[config.mk]
export PLATFORM = sky130hd
export DESIGN_NAME = joy_kempston_flat
export DESIGN_NICKNAME = d
export VERILOG_FILES = /design/src/rtl/joy_pkg.sv /design/src/rtl/joy_kempston_if.sv /design/src/rtl/joy_turbo_gen.sv /design/src/rtl/joy_kempston.sv /design/src/flat_wrapper.sv
export SDC_FILE = /design/constraint.sdc
export NUM_CORES = 1
export LEC_CHECK = 0
export BUFFER_PORTS_ARGS = -buffer_cell sky130_fd_sc_hd__buf_2
export CORE_ASPECT_RATIO = 0.8
export CORE_MARGIN = 2
export CORE_UTILIZATION = 35
export CTS_CLUSTER_DIAMETER = 40
export DETAILED_ROUTE_END_ITERATION = 6
export PLACE_DENSITY_LB_ADDON = 0.05
export SETUP_SLACK_MARGIN = 0.2
export SYNTH_ARGS = -nofsm -noshare
export SYNTH_HDL_FRONTEND = slang
export SYNTH_SLANG_ARGS = --single-unit
export TNS_END_PERCENT = 5
[constraint.sdc]
create_clock -name clk28 -period 6.3 [get_ports clk28]
set_input_delay 1.26 -clock clk28 [delete_from_list [all_inputs] [get_ports clk28]]
set_output_delay 1.26 -clock clk28 [all_outputs]
set_load 0.01 [all_outputs]
[src/rtl/joy_pkg.sv]
// ---------------------------------------------------------------------------
// joy_pkg
// Shared constants for the Kempston joystick block:
//   - K_* : bit positions of each control in the Kempston byte
//   - KEMPSTON_PORT_DEFAULT : low address byte answered on I/O reads
//   - TURBO_W : width of the frame counter behind the turbo strobe
//   - cancel_opposing() : drops physically impossible direction pairs
// ---------------------------------------------------------------------------
package joy_pkg;

    localparam int K_RIGHT = 0;
    localparam int K_LEFT  = 1;
    localparam int K_DOWN  = 2;
    localparam int K_UP    = 3;
    localparam int K_B1    = 4;
    localparam int K_B2    = 5;
    localparam int K_B3    = 6;
    localparam int K_START = 7;

    localparam logic [7:0] KEMPSTON_PORT_DEFAULT = 8'h1F;

    // Enough for a TURBO_DIV of up to 15 frames per half-period.
    localparam int TURBO_W = 4;

    // A worn pad or a chorded tap can report left+right (or up+down) in the
    // same frame; games misbehave on that, so such a pair reads as neither.
    function automatic logic [7:0] cancel_opposing(input logic [7:0] v);
        logic [7:0] r;
        r = v;
        if (v[K_LEFT] && v[K_RIGHT]) begin
            r[K_LEFT]  = 1'b0;
            r[K_RIGHT] = 1'b0;
        end
        if (v[K_UP] && v[K_DOWN]) begin
            r[K_UP]   = 1'b0;
            r[K_DOWN] = 1'b0;
        end
        return r;
    endfunction

endpackage

[src/rtl/joy_kempston_if.sv]
// ---------------------------------------------------------------------------
// joy_kempston_if
// Z80 I/O read path as seen by the Kempston block.
//   bus_addr     : Z80 A[7:0]                       (master -> slave)
//   bus_rd       : synchronised IORQ & RD level     (master -> slave)
//   d_out        : Kempston byte, 0 when not read   (slave -> master)
//   d_out_active : slave is driving the data bus    (slave -> master)
// ---------------------------------------------------------------------------
interface joy_kempston_if;

    logic [7:0] bus_addr;
    logic       bus_rd;
    logic [7:0] d_out;
    logic       d_out_active;

    modport master (
        output bus_addr,
        output bus_rd,
        input  d_out,
        input  d_out_active
    );

    modport slave (
        input  bus_addr,
        input  bus_rd,
        output d_out,
        output d_out_active
    );

endinterface

[src/rtl/joy_turbo_gen.sv]
// ---------------------------------------------------------------------------
// joy_turbo_gen
// Derives a single-cycle frame tick from the video counters and divides it
// down into the autofire square wave.
//   clk28, rst      : system clock, synchronous active-high reset
//   vc, hc          : vertical / horizontal frame position
//   tick            : one clk28 pulse at the start of every frame
//   turbo_strobe    : toggles every TURBO_DIV frames
// ---------------------------------------------------------------------------
module joy_turbo_gen
    import joy_pkg::*;
#(
    parameter int TURBO_DIV = 2
) (
    input  logic       clk28,
    input  logic       rst,
    input  logic [8:0] vc,
    input  logic [8:0] hc,
    output logic       tick,
    output logic       turbo_strobe
);

    localparam logic [TURBO_W-1:0] DIV_LAST = TURBO_W'(TURBO_DIV - 1);

    logic               frame_cond;
    logic               frame_cond_q;
    logic [TURBO_W-1:0] cnt_q,    cnt_d;
    logic               strobe_q, strobe_d;

    // The counters sit at (0,0) for a whole pixel-clock period, which spans
    // several clk28 cycles; the edge detect keeps it to one tick per frame.
    always_comb begin
        frame_cond = (vc == 9'd0) && (hc == 9'd0);
        tick       = frame_cond & ~frame_cond_q;
    end

    // NOTE: every signal written in always_comb gets a default first, so no
    // path leaves it unassigned and no latch is inferred.
    always_comb begin
        cnt_d    = cnt_q;
        strobe_d = strobe_q;
        if (tick) begin
            if (cnt_q == DIV_LAST) begin
                cnt_d    = '0;
                strobe_d = ~strobe_q;
            end else begin
                cnt_d = cnt_q + 1'b1;
            end
        end
    end

    // NOTE: state registers use non-blocking assignments so every flop
    // samples the pre-edge values, independent of statement order.
    always_ff @(posedge clk28) begin
        if (rst) begin
            frame_cond_q <= 1'b0;
            cnt_q        <= '0;
            strobe_q     <= 1'b0;
        end else begin
            frame_cond_q <= frame_cond;
            cnt_q        <= cnt_d;
            strobe_q     <= strobe_d;
        end
    end

    assign turbo_strobe = strobe_q;

endmodule

[src/rtl/joy_kempston.sv]
// ---------------------------------------------------------------------------
// joy_kempston
// Turns the pad scanner's decoded button levels into a Kempston joystick
// port. Presses are OR-accumulated over each video frame so a tap shorter
// than a frame still shows up, and the CPU reads a per-frame snapshot.
//   clk28, rst          : 28 MHz clock, synchronous active-high reset
//   vc, hc              : frame position from the video timing
//   joy_*               : decoded pad levels, active-high
//   turbo_strobe        : autofire square wave back to the scanner
//   bus (slave modport) : bus_addr/bus_rd in, d_out/d_out_active out
// ---------------------------------------------------------------------------
module joy_kempston
    import joy_pkg::*;
#(
    parameter int         TURBO_DIV     = 2,
    parameter logic [7:0] KEMPSTON_PORT = KEMPSTON_PORT_DEFAULT
) (
    input  logic            clk28,
    input  logic            rst,
    input  logic [8:0]      vc,
    input  logic [8:0]      hc,
    input  logic            joy_up,
    input  logic            joy_down,
    input  logic            joy_left,
    input  logic            joy_right,
    input  logic            joy_b1_turbo,
    input  logic            joy_b2_turbo,
    input  logic            joy_b3_turbo,
    input  logic            joy_start,
    output logic            turbo_strobe,
    joy_kempston_if.slave   bus
);

    logic       tick;
    logic       hit;
    logic [7:0] live;
    logic [7:0] sticky_q,   sticky_d;
    logic [7:0] snapshot_q, snapshot_d;
    logic [7:0] d_out_q,    d_out_d;
    logic       active_q,   active_d;

    joy_turbo_gen #(
        .TURBO_DIV    (TURBO_DIV)
    ) u_turbo_gen (
        .clk28        (clk28),
        .rst          (rst),
        .vc           (vc),
        .hc           (hc),
        .tick         (tick),
        .turbo_strobe (turbo_strobe)
    );

    always_comb begin
        live          = '0;
        live[K_RIGHT] = joy_right;
        live[K_LEFT]  = joy_left;
        live[K_DOWN]  = joy_down;
        live[K_UP]    = joy_up;
        live[K_B1]    = joy_b1_turbo;
        live[K_B2]    = joy_b2_turbo;
        live[K_B3]    = joy_b3_turbo;
        live[K_START] = joy_start;
    end

    always_comb begin
        sticky_d   = sticky_q;
        snapshot_d = snapshot_q;
        hit        = bus.bus_rd && (bus.bus_addr == KEMPSTON_PORT);

        // The tick-cycle press goes into this frame's snapshot only; the
        // accumulator restarts empty so it is not counted twice.
        if (tick) begin
            snapshot_d = cancel_opposing(sticky_q | live);
            sticky_d   = '0;
        end else begin
            sticky_d   = sticky_q | live;
        end

        // Reads never touch the accumulator, and no value is held for the
        // duration of a read: a tick mid-read shows the new snapshot.
        d_out_d  = hit ? snapshot_q : 8'h00;
        active_d = hit;
    end

    always_ff @(posedge clk28) begin
        if (rst) begin
            sticky_q   <= '0;
            snapshot_q <= '0;
            d_out_q    <= '0;
            active_q   <= 1'b0;
        end else begin
            sticky_q   <= sticky_d;
            snapshot_q <= snapshot_d;
            d_out_q    <= d_out_d;
            active_q   <= active_d;
        end
    end

    assign bus.d_out        = d_out_q;
    assign bus.d_out_active = active_q;

endmodule

[src/flat_wrapper.sv]
// flat-port wrapper written by rule: the top's interface ports become plain ports
module joy_kempston_flat import joy_pkg::*;
#(
    parameter int         TURBO_DIV     = 2,
    parameter logic [7:0] KEMPSTON_PORT = KEMPSTON_PORT_DEFAULT
)
  (clk28, rst, vc, hc, joy_up, joy_down, joy_left, joy_right, joy_b1_turbo, joy_b2_turbo, joy_b3_turbo, joy_start, turbo_strobe, bus_bus_addr, bus_bus_rd, bus_d_out, bus_d_out_active);
  joy_kempston_if bus_i ();
  input  logic clk28;
  input  logic rst;
  input  logic [8:0] vc;
  input  logic [8:0] hc;
  input  logic joy_up;
  input  logic joy_down;
  input  logic joy_left;
  input  logic joy_right;
  input  logic joy_b1_turbo;
  input  logic joy_b2_turbo;
  input  logic joy_b3_turbo;
  input  logic joy_start;
  output logic turbo_strobe;
  input wire logic [$bits(bus_i.bus_addr)-1:0] bus_bus_addr;
  input wire logic [$bits(bus_i.bus_rd)-1:0] bus_bus_rd;
  output wire logic [$bits(bus_i.d_out)-1:0] bus_d_out;
  output wire logic [$bits(bus_i.d_out_active)-1:0] bus_d_out_active;
  assign bus_i.bus_addr = bus_bus_addr;
  assign bus_i.bus_rd = bus_bus_rd;
  assign bus_d_out = bus_i.d_out;
  assign bus_d_out_active = bus_i.d_out_active;
  joy_kempston #(.TURBO_DIV(TURBO_DIV), .KEMPSTON_PORT(KEMPSTON_PORT)) u_core (.clk28(clk28), .rst(rst), .vc(vc), .hc(hc), .joy_up(joy_up), .joy_down(joy_down), .joy_left(joy_left), .joy_right(joy_right), .joy_b1_turbo(joy_b1_turbo), .joy_b2_turbo(joy_b2_turbo), .joy_b3_turbo(joy_b3_turbo), .joy_start(joy_start), .turbo_strobe(turbo_strobe), .bus(bus_i));
endmodule
==> reports/qor.txt <==
status = finished, final reports clean
width of the chip = 67.6 um
total grt overflow = 0
Worst Clk Skew = 0.00377 ns
via count = 1013
CTS Sinks = 31
Core Region = 3090 um^2
final setup fails = 0
top_reg_cell synth = dfxtp_1
RSZ-0062 raised after global routing = no
hold path cells = 1
crit path capture = u_core.snapshot_q[2]
EDFF count, synth = 0
vias in the first global route = 825
PortBufs = 46
reg2reg start = u_core.u_turbo_gen.frame_cond_q
routed length per instance = 11.4 um
worst slew pin tran = 1.11 ns
dpl cell area = 1380 um^2
Rel. slew slack = 24.8%
WP data arrival = 3.33 ns
Placed Instances = 200
nets = 204
n_diodes = 0
dpl hpwl = 1750 um
count of final hold-check violations = 0
first-pass GRT wire length = 3570 um
Warnings, synthesis = 0
element type at the critical path start = primary input
CTS Hold Bufs = 0
total die area = 3710 um^2
FF-to-FF path depth = 3
First DRT Iteration DRCs = 44
initial antenna violation count = 0
largest net degree at the start of global routing = 29
Peak Freq = 311 MHz
Syn Area/Cell = 9.35 um^2
Area Overhead vs Synth = 32.6%
Pleak = 0.000622 uW
CTS tree = built
Area contributors post-synth = dfxtp_1, and2_1, nor3_1
Post-CTS Resized = 0
post-synth top area cell = dfxtp_1
Syn Std Cell Area = 1130 um^2
Peak VDD IR = 0.000153 V
Pre-antenna DRT Iters = 4
gr usage total = 13.6%
CTS Buf Count = 5
post-route cell area = 1500 um^2
CP Class = in2reg
r2r setup slk = 4.38 ns
Die Ht = 54.8 um
min-delay worst type = reg2reg
DRC = 0
Distinct cells, synth = 27
I/O pin count = 47
Tcrit/Tclk final = 51.0%
final setup margin = 3.09 ns
max cap viols = 0
clk root buf = clkbuf_8
routability cong. = 0.646
top-area cell type share of the netlist area = 54.9%
Synth Register Bits = 31
RR Endpoint = u_core.snapshot_q[2]
Clock Tree Buf Depth = 2
post-CTS setup buffer count = 0
non-filler cells in the finished layout = 208
register area share after synthesis = 54.9%
DR vias/cell = 4.87
Setup crit start = vc[1]
CP required = 6.41 ns
Placement Setup Slack = 2.76 ns
FP Rows = 18
fill cell count = 289
Max FO, Critical Path = 16
share of cells above drive strength 1 = 34.5%
Post-Route WL = 2370 um
clock-pin transition on the worst setup and hold timing paths = 0.06 ns
ys async rst share = 0%
htree depth = 2
most common library cells after synthesis = dfxtp_1, nor2_1, nor3_1, a21oi_1, and2_1
Slew Limit Fails = 0
Worst setup EP type = flip-flop
Initial Utilization = 36.7%
Syn Nets = 158
Cells after Synth = 121
Final TNS setup = 0 ns
Clock Latency Late Sink = 0.28 ns
Final ANT Viol Nets = 0
most numerous cell in the Yosys netlist = dfxtp_1
PD cells = 280 nW/um^2
Period minus WS final = 3.21 ns
-- logic make-up (layout without fill, tap and decap cells) --
| group | Yosys count | in the layout | synth area share (%) |
|---|---|---|---|
| AND/OR/NAND/NOR | 61 | 61 | 31.1 |
| flip-flops | 31 | 31 | 54.9 |
| AO/OA/AOI/OAI | 20 | 20 | 10.2 |
| buffers and inverters | 8 | 55 | 2.88 |
| multiplexers | 1 | 1 | 0.996 |
-- flip-flops by register name, indices dropped and copies added (netlist names) --
signal and count:
u_core.u_turbo_gen.turbo_strobe 1, u_core.snapshot_q 8, u_core.bus.d_out_active 1, u_core.sticky_q 8
u_core.u_turbo_gen.cnt_q 4, u_core.u_turbo_gen.frame_cond_q 1, u_core.bus.d_out 8
-- critical path, stage by stage --
cell,delay (ns)
buf_2,0.09
or4_4,0.53
or3_2,0.48
nor2_1,0.73
o21ai_0,0.23
-- routing by layer --
metal  vias to the layer above  global-route usage (%)  routed length (um)
li1                        532                       -                   -
met1                       440                    16.3                1080
met2                        36                    20.9                1030
met3                         5                    5.14                 217
met4                         0                    8.16                  34
met5                         -                       0                   0
-- layout by cell type (no fill, tap or decap), types with 2 or more instances in the layout --
| cell | instances |
|---|---|
| clkbuf_8 | 6 |
| and2_1 | 8 |
| nand3_1 | 5 |
| buf_2 | 46 |
| nor3_1 | 10 |
| nand2b_1 | 4 |
| dfxtp_1 | 31 |
| nor4_1 | 7 |
| a21oi_1 | 8 |
| o31ai_1 | 2 |
| o21ai_0 | 6 |
| a211oi_1 | 4 |
| or4_1 | 4 |
| or3_1 | 2 |
| nor2_1 | 12 |
-- area by class of cell --
cell class,count,area (um^2),area share [%]
clock inverter,2,35.0,2.34
clock buffer,6,82.6,5.50
multi-input combinational,82,478,31.9
sequential,31,621,41.4
inverter,1,3.75,0.250
timing repair buffer,46,230,15.3
tap,40,50.0,3.34
-- where the power goes --
part           internal, uW  switching, uW
combinational          11.5           9.27
clock                   128           70.9
sequential              200           1.46
-- stage by stage --
step                hold WS [ns]  power, uW  utilization [%]
floorplan                  0.431        214                -
global placement           0.443        225             44.8
detailed placement         0.441        226             44.8
CTS                        0.456        426             48.6
global route               0.477        438             48.6
finish                     0.455        421             48.6
-- how the worst min path moves through the flow --
stage	slack [ns]	endpoint	startpoint
floorplan	0.43	u_core.bus.d_out[4]	u_core.snapshot_q[4]
global placement	0.44	u_core.bus.d_out[6]	u_core.snapshot_q[6]
detailed placement	0.44	u_core.bus.d_out[3]	u_core.snapshot_q[3]
CTS	0.46	u_core.bus.d_out[3]	u_core.snapshot_q[3]
global route	0.48	u_core.bus.d_out[0]	u_core.snapshot_q[0]
finish	0.46	u_core.bus.d_out[3]	u_core.snapshot_q[3]
Power figures use the tool's default switching activity.
